==> config.mk <==
export PLATFORM = sky130hd
export DESIGN_NAME = maxnet_param
export DESIGN_NICKNAME = d
export VERILOG_FILES = /design/src/rtl/maxnet_param.sv
export SDC_FILE = /design/constraint.sdc
export NUM_CORES = 1
export LEC_CHECK = 0
export CAP_MARGIN = 20
export CORE_MARGIN = 5
export CORE_UTILIZATION = 40
export DETAILED_ROUTE_END_ITERATION = 7
export PLACE_DENSITY = 0.58
export SYNTH_ARGS = -nofsm -noshare
export SYNTH_HDL_FRONTEND = slang
export SYNTH_SLANG_ARGS = --single-unit
==> constraint.sdc <==
create_clock -name clk -period 12.05 [get_ports clk]
set_input_delay 2.41 -clock clk [delete_from_list [all_inputs] [get_ports clk]]
set_output_delay 2.41 -clock clk [all_outputs]
set_load 0.01 [all_outputs]
==> src/rtl/maxnet_param.sv <==
// MAXNET winner-take-all competition: N neurons mutually inhibit until exactly one stays nonzero,
// all become zero, or the iteration limit is reached.
module maxnet_param #(
    parameter int unsigned N         = 4,
    parameter int unsigned W         = 8,
    parameter int unsigned EPS_SHIFT = 2,
    parameter int unsigned MAX_ITER  = 15
) (
    input  logic                          clk,
    input  logic                          rst,
    input  logic                          start,
    input  logic [N*W-1:0]                in_data,
    output logic                          busy,
    output logic                          done,
    output logic [W-1:0]                  result,
    output logic [$clog2(N)-1:0]          winner_idx,
    output logic                          no_winner,
    output logic [$clog2(MAX_ITER+1)-1:0] iter_count
);

    localparam int unsigned IDX_W = $clog2(N);
    localparam int unsigned IT_W  = $clog2(MAX_ITER + 1);
    localparam int unsigned SUM_W = W + $clog2(N);
    localparam int unsigned NZ_W  = $clog2(N + 1);

    typedef enum logic [1:0] {
        S_IDLE = 2'd0,
        S_RUN  = 2'd1,
        S_DONE = 2'd2
    } state_t;

    state_t             state_q, state_d;
    logic [W-1:0]       act_q [N];
    logic [W-1:0]       act_d [N];
    logic [IT_W-1:0]    iter_q, iter_d;
    logic [W-1:0]       result_q, result_d;
    logic [IDX_W-1:0]   widx_q, widx_d;
    logic               nw_q, nw_d;
    logic               done_q, done_d;
    logic               busy_q, busy_d;

    logic [SUM_W-1:0]   sum_c;
    logic [NZ_W-1:0]    nz_c;
    logic [IDX_W-1:0]   nz_idx_c;
    logic [SUM_W-1:0]   inhib_c [N];
    logic [W-1:0]       upd_c   [N];

    // Total activation, nonzero count and the (last) nonzero index, plus the next activation of each neuron
    always_comb begin
        sum_c    = '0;
        nz_c     = '0;
        nz_idx_c = '0;
        for (int i = 0; i < N; i++) begin
            sum_c = sum_c + SUM_W'(act_q[i]);
            if (act_q[i] != '0) begin
                nz_c     = nz_c + NZ_W'(1);
                nz_idx_c = IDX_W'(i);
            end
        end
        for (int i = 0; i < N; i++) begin
            // Inhibition from all other neurons: (T - a_i) never underflows since T includes a_i
            inhib_c[i] = (sum_c - SUM_W'(act_q[i])) >> EPS_SHIFT;
            if (inhib_c[i] >= SUM_W'(act_q[i])) begin
                upd_c[i] = '0;
            end else begin
                upd_c[i] = W'(SUM_W'(act_q[i]) - inhib_c[i]);
            end
        end
    end

    // Next-state and output decisions
    always_comb begin
        state_d  = state_q;
        act_d    = act_q;
        iter_d   = iter_q;
        result_d = result_q;
        widx_d   = widx_q;
        nw_d     = nw_q;
        done_d   = 1'b0;

        case (state_q)
            S_IDLE: begin
                if (start) begin
                    state_d = S_RUN;
                    iter_d  = '0;
                    for (int i = 0; i < N; i++) begin
                        act_d[i] = in_data[i*W +: W];
                    end
                end
            end
            S_RUN: begin
                if (nz_c == NZ_W'(1)) begin
                    state_d  = S_DONE;
                    done_d   = 1'b1;
                    widx_d   = nz_idx_c;
                    result_d = act_q[nz_idx_c];
                    nw_d     = 1'b0;
                end else if ((nz_c == '0) || (iter_q == IT_W'(MAX_ITER))) begin
                    state_d  = S_DONE;
                    done_d   = 1'b1;
                    widx_d   = '0;
                    result_d = '0;
                    nw_d     = 1'b1;
                end else begin
                    act_d  = upd_c;
                    iter_d = iter_q + IT_W'(1);
                end
            end
            S_DONE: begin
                state_d = S_IDLE;
            end
            default: begin
                state_d = S_IDLE;
            end
        endcase

        busy_d = (state_d != S_IDLE);
    end

    always_ff @(posedge clk) begin
        if (rst) begin
            state_q  <= S_IDLE;
            iter_q   <= '0;
            result_q <= '0;
            widx_q   <= '0;
            nw_q     <= 1'b0;
            done_q   <= 1'b0;
            busy_q   <= 1'b0;
            for (int i = 0; i < N; i++) begin
                act_q[i] <= '0;
            end
        end else begin
            state_q  <= state_d;
            iter_q   <= iter_d;
            result_q <= result_d;
            widx_q   <= widx_d;
            nw_q     <= nw_d;
            done_q   <= done_d;
            busy_q   <= busy_d;
            for (int i = 0; i < N; i++) begin
                act_q[i] <= act_d[i];
            end
        end
    end

    assign busy       = busy_q;
    assign done       = done_q;
    assign result     = result_q;
    assign winner_idx = widx_q;
    assign no_winner  = nw_q;
    assign iter_count = iter_q;

endmodule

==> reports/metrics.cfg <==
[outcome]
status=finished, final reports clean

[routing]
vias=5456
antenna_left=0
drtPass1Iterations=5
drt_iter0_drc=411
drc=0
wl_per_cell_um=19.6
wl_mm=18.0
vias_per_cell=5.92

[synth]
syn_inst=702
synth_nets=831
yosys-top-cells-area=dfxtp_1 (17%), ha_1 (16%), fa_1 (6.8%), a211oi_1 (5.5%), xnor2_1 (4.6%)
yosys_warnings=0
synth.distinct_cells=72
synth-seq-cells=51
synth.avg_cell_area_sq_um=8.40
yosys.area.top_type=dfxtp_1
synth_top_flop_cell=dfxtp_1
synth_top_area_share=0.173
synth-edff-count=0
syn_area_sq_um=5900
ys_async_sr_fraction=0
ys_seq_area_frac=0.173

[finish]
fin_area_sq_um=6660
antenna_cells=0
drive_above_1_share=0.0651
area.sequential_sq_um=1020
nets=865
n_fill_cell=1417
area_delta_synth_final_pct=13.0
multi_input_area_sq_um=4450

[hold_path]
min_path_type=reg2reg

[clock_tree]
clock_latency_ns=0.31
clk_pin_slew_worst_paths_ns=0.07
post_cts_resized=0
clockRootBuffer=clkbuf_16
clock-sinks=51
htreeDepth=2
clk_path_buf_depth=2
cts_buffers=5
tritoncts=done
cts_setup_buffers=0
cts_hold_buf=0

[placement]
place_hpwl_mm=13.9
gp_congestion=0.966
post-place-ws_ns=5.82
portBuffers=51
place_area_sq_um=6490

[floorplanning]
die_x_um=131
initial_core_util=0.407
rows=44
pin_count=52
dieHeight_um=131
fp.dieArea_sq_um=17300
design.core.area_sq_um=14500

[timing]
finalSetupViolCount=0
min_period_ns=6.33
max_freq_mhz=158
whs_ns=0.483
rsz0062_at_grt=no
relSlewSlack=0.258
skew_ns=0.00958
finalHoldViolCount=0
worst_slew_pin_slew_ns=1.10
fin_crit_sh=0.525
drv_slew=0
fin_setup_tns_ns=0
setup_ws_ns=5.72

[worst_setup_path]
cp_top_family=adder cells
crit_path_end_kind=register
cp_slowest_stage_delay_ns=0.52
worstPathRequired_ns=12.25
critPathArrivalTime_ns=6.53
crit_buf_inv=2
worstSetupPathType=reg2reg
startpoint_type=register
crit_path_cell_trace=inv_1 > fa_1 > fa_1 > inv_1 > ha_1 > fa_1 > a21o_1 > a21oi_1 > xnor2_1 > ha_1 > and3_1 > a211oi_1 > o21bai_1 > a211oi_1 > xor2_1 > ha_1 > nand4_1 > nor2_1 > or3_1 > nor2_1 > a22oi_1 > a221oi_1
critPathMaxFanout=6
cp_slowest_cell=fa_1

[grt]
grt_pass1_wl_mm=28.7
overflow=0
grt_max_degree=45
track_usage=0.203
grt_pass1_vias=5458
antenna_found_initial=0

[flow_run]
maxCapViolations=0

==> worst paths after layout <==
kind	slack (ns)	to	cells after the start	start
max	5.72	act_q[5]	22	act_q[1]
min	0.48	result[0]	2	result[0]
max reg2reg	5.72	act_q[5]	22	act_q[1]
min reg2reg	0.48	result[0]	2	result[0]
==> layout make-up <==
cell class / instances / share of cell area
multi-input cells: 556 / 0.667
clock buffers: 5 / 0.0188
flip-flops and latches: 51 / 0.153
clock inverters: 3 / 0.00695
inverters: 65 / 0.0366
repair buffers: 57 / 0.0826
well taps: 184 / 0.0345
==> flip-flops by register name, indices dropped and copies added (netlist names) <==
name and count:
no_winner 1, busy 1, winner_idx 2, act_q 32, state_q 2, done 1
iter_count 4, result 8
==> cells in the final DEF, fill, tap and decap left out, types with 6 or more instances in the layout <==
master and instances:
nor2b_1 11, o211ai_1 7, a31oi_1 6, buf_4 6, o32ai_2 7, and3_1 7
a221oi_1 7, nor3_1 12, xnor2_1 31, a211oi_1 43, nand2_1 42, xor2_1 25
fa_1 20, o21a_1 7, clkdlybuf4s50_1 50, nor4_1 7, o21ai_0 25, ha_1 74
a21oi_1 48, a22oi_1 12, o211a_1 6, nand2b_1 9, nand4_1 6, o22ai_1 6
nor2_1 39, dfxtp_1 51, or2_2 7, inv_1 65, nand3_1 12, a21o_1 8
==> through the flow <==
step,util,std cells
after CTS,0.460,921
after global placement,0.448,913
after global routing,0.460,921
final,0.460,921
after floorplan,-,702
after detailed placement,0.448,913
==> per-layer routing <==
layer	global-route usage	up-vias	wire length, um
met3	0.0275	33	728
met4	0.0709	0	517
met1	0.267	2617	8170
met5	0	-	0
met2	0.343	138	8600
li1	-	2668	-
==> worst reg2reg max path, stage by stage, from the launching register on <==
cell,delay [ns]
dfxtp_1,0.42
inv_1,0.14
fa_1,0.52
fa_1,0.51
inv_1,0.04
ha_1,0.22
fa_1,0.41
a21o_1,0.18
a21oi_1,0.21
xnor2_1,0.30
ha_1,0.38
and3_1,0.19
a211oi_1,0.37
o21bai_1,0.17
a211oi_1,0.30
xor2_1,0.20
ha_1,0.28
nand4_1,0.10
nor2_1,0.05
or3_1,0.41
nor2_1,0.37
a22oi_1,0.14
a221oi_1,0.31
==> cells in the mapped netlist, types with 4 or more instances <==
cell and number:
a211o_1 5, a211oi_1 43, a21o_1 8, a21oi_1 49, a221oi_1 7, a22oi_1 12
a31o_2 4, a31oi_1 6, and3_1 7, buf_2 7, buf_6 4, clkbuf_1 14
dfxtp_1 51, fa_1 20, ha_1 74, inv_1 65, nand2_1 42, nand2b_1 9
nand3_1 12, nand4_1 6, nor2_1 39, nor2b_1 11, nor3_1 12, nor4_1 7
o2111ai_1 5, o211a_1 6, o211ai_1 7, o21a_1 7, o21ai_0 25, o21bai_1 4
o22ai_1 6, o32ai_2 7, or2_2 7, xnor2_1 31, xor2_1 25
==> cells by family (layout without fill, tap and decap cells) <==
logic type	after synthesis	in the layout	synth area share
adders and majority gates	94	94	0.225
AOI/OAI and AO/OA	227	227	0.281
muxes	1	1	0.00191
DFF	51	51	0.173
and+or+nand+nor	178	178	0.162
xor gates and xnor gates	56	56	0.0831
buffers and inverters	95	130	0.0738
Power is left out: the tool's default activity adds up to more than one toggle a clock period on the data nets, which glitch-free logic cannot reach.
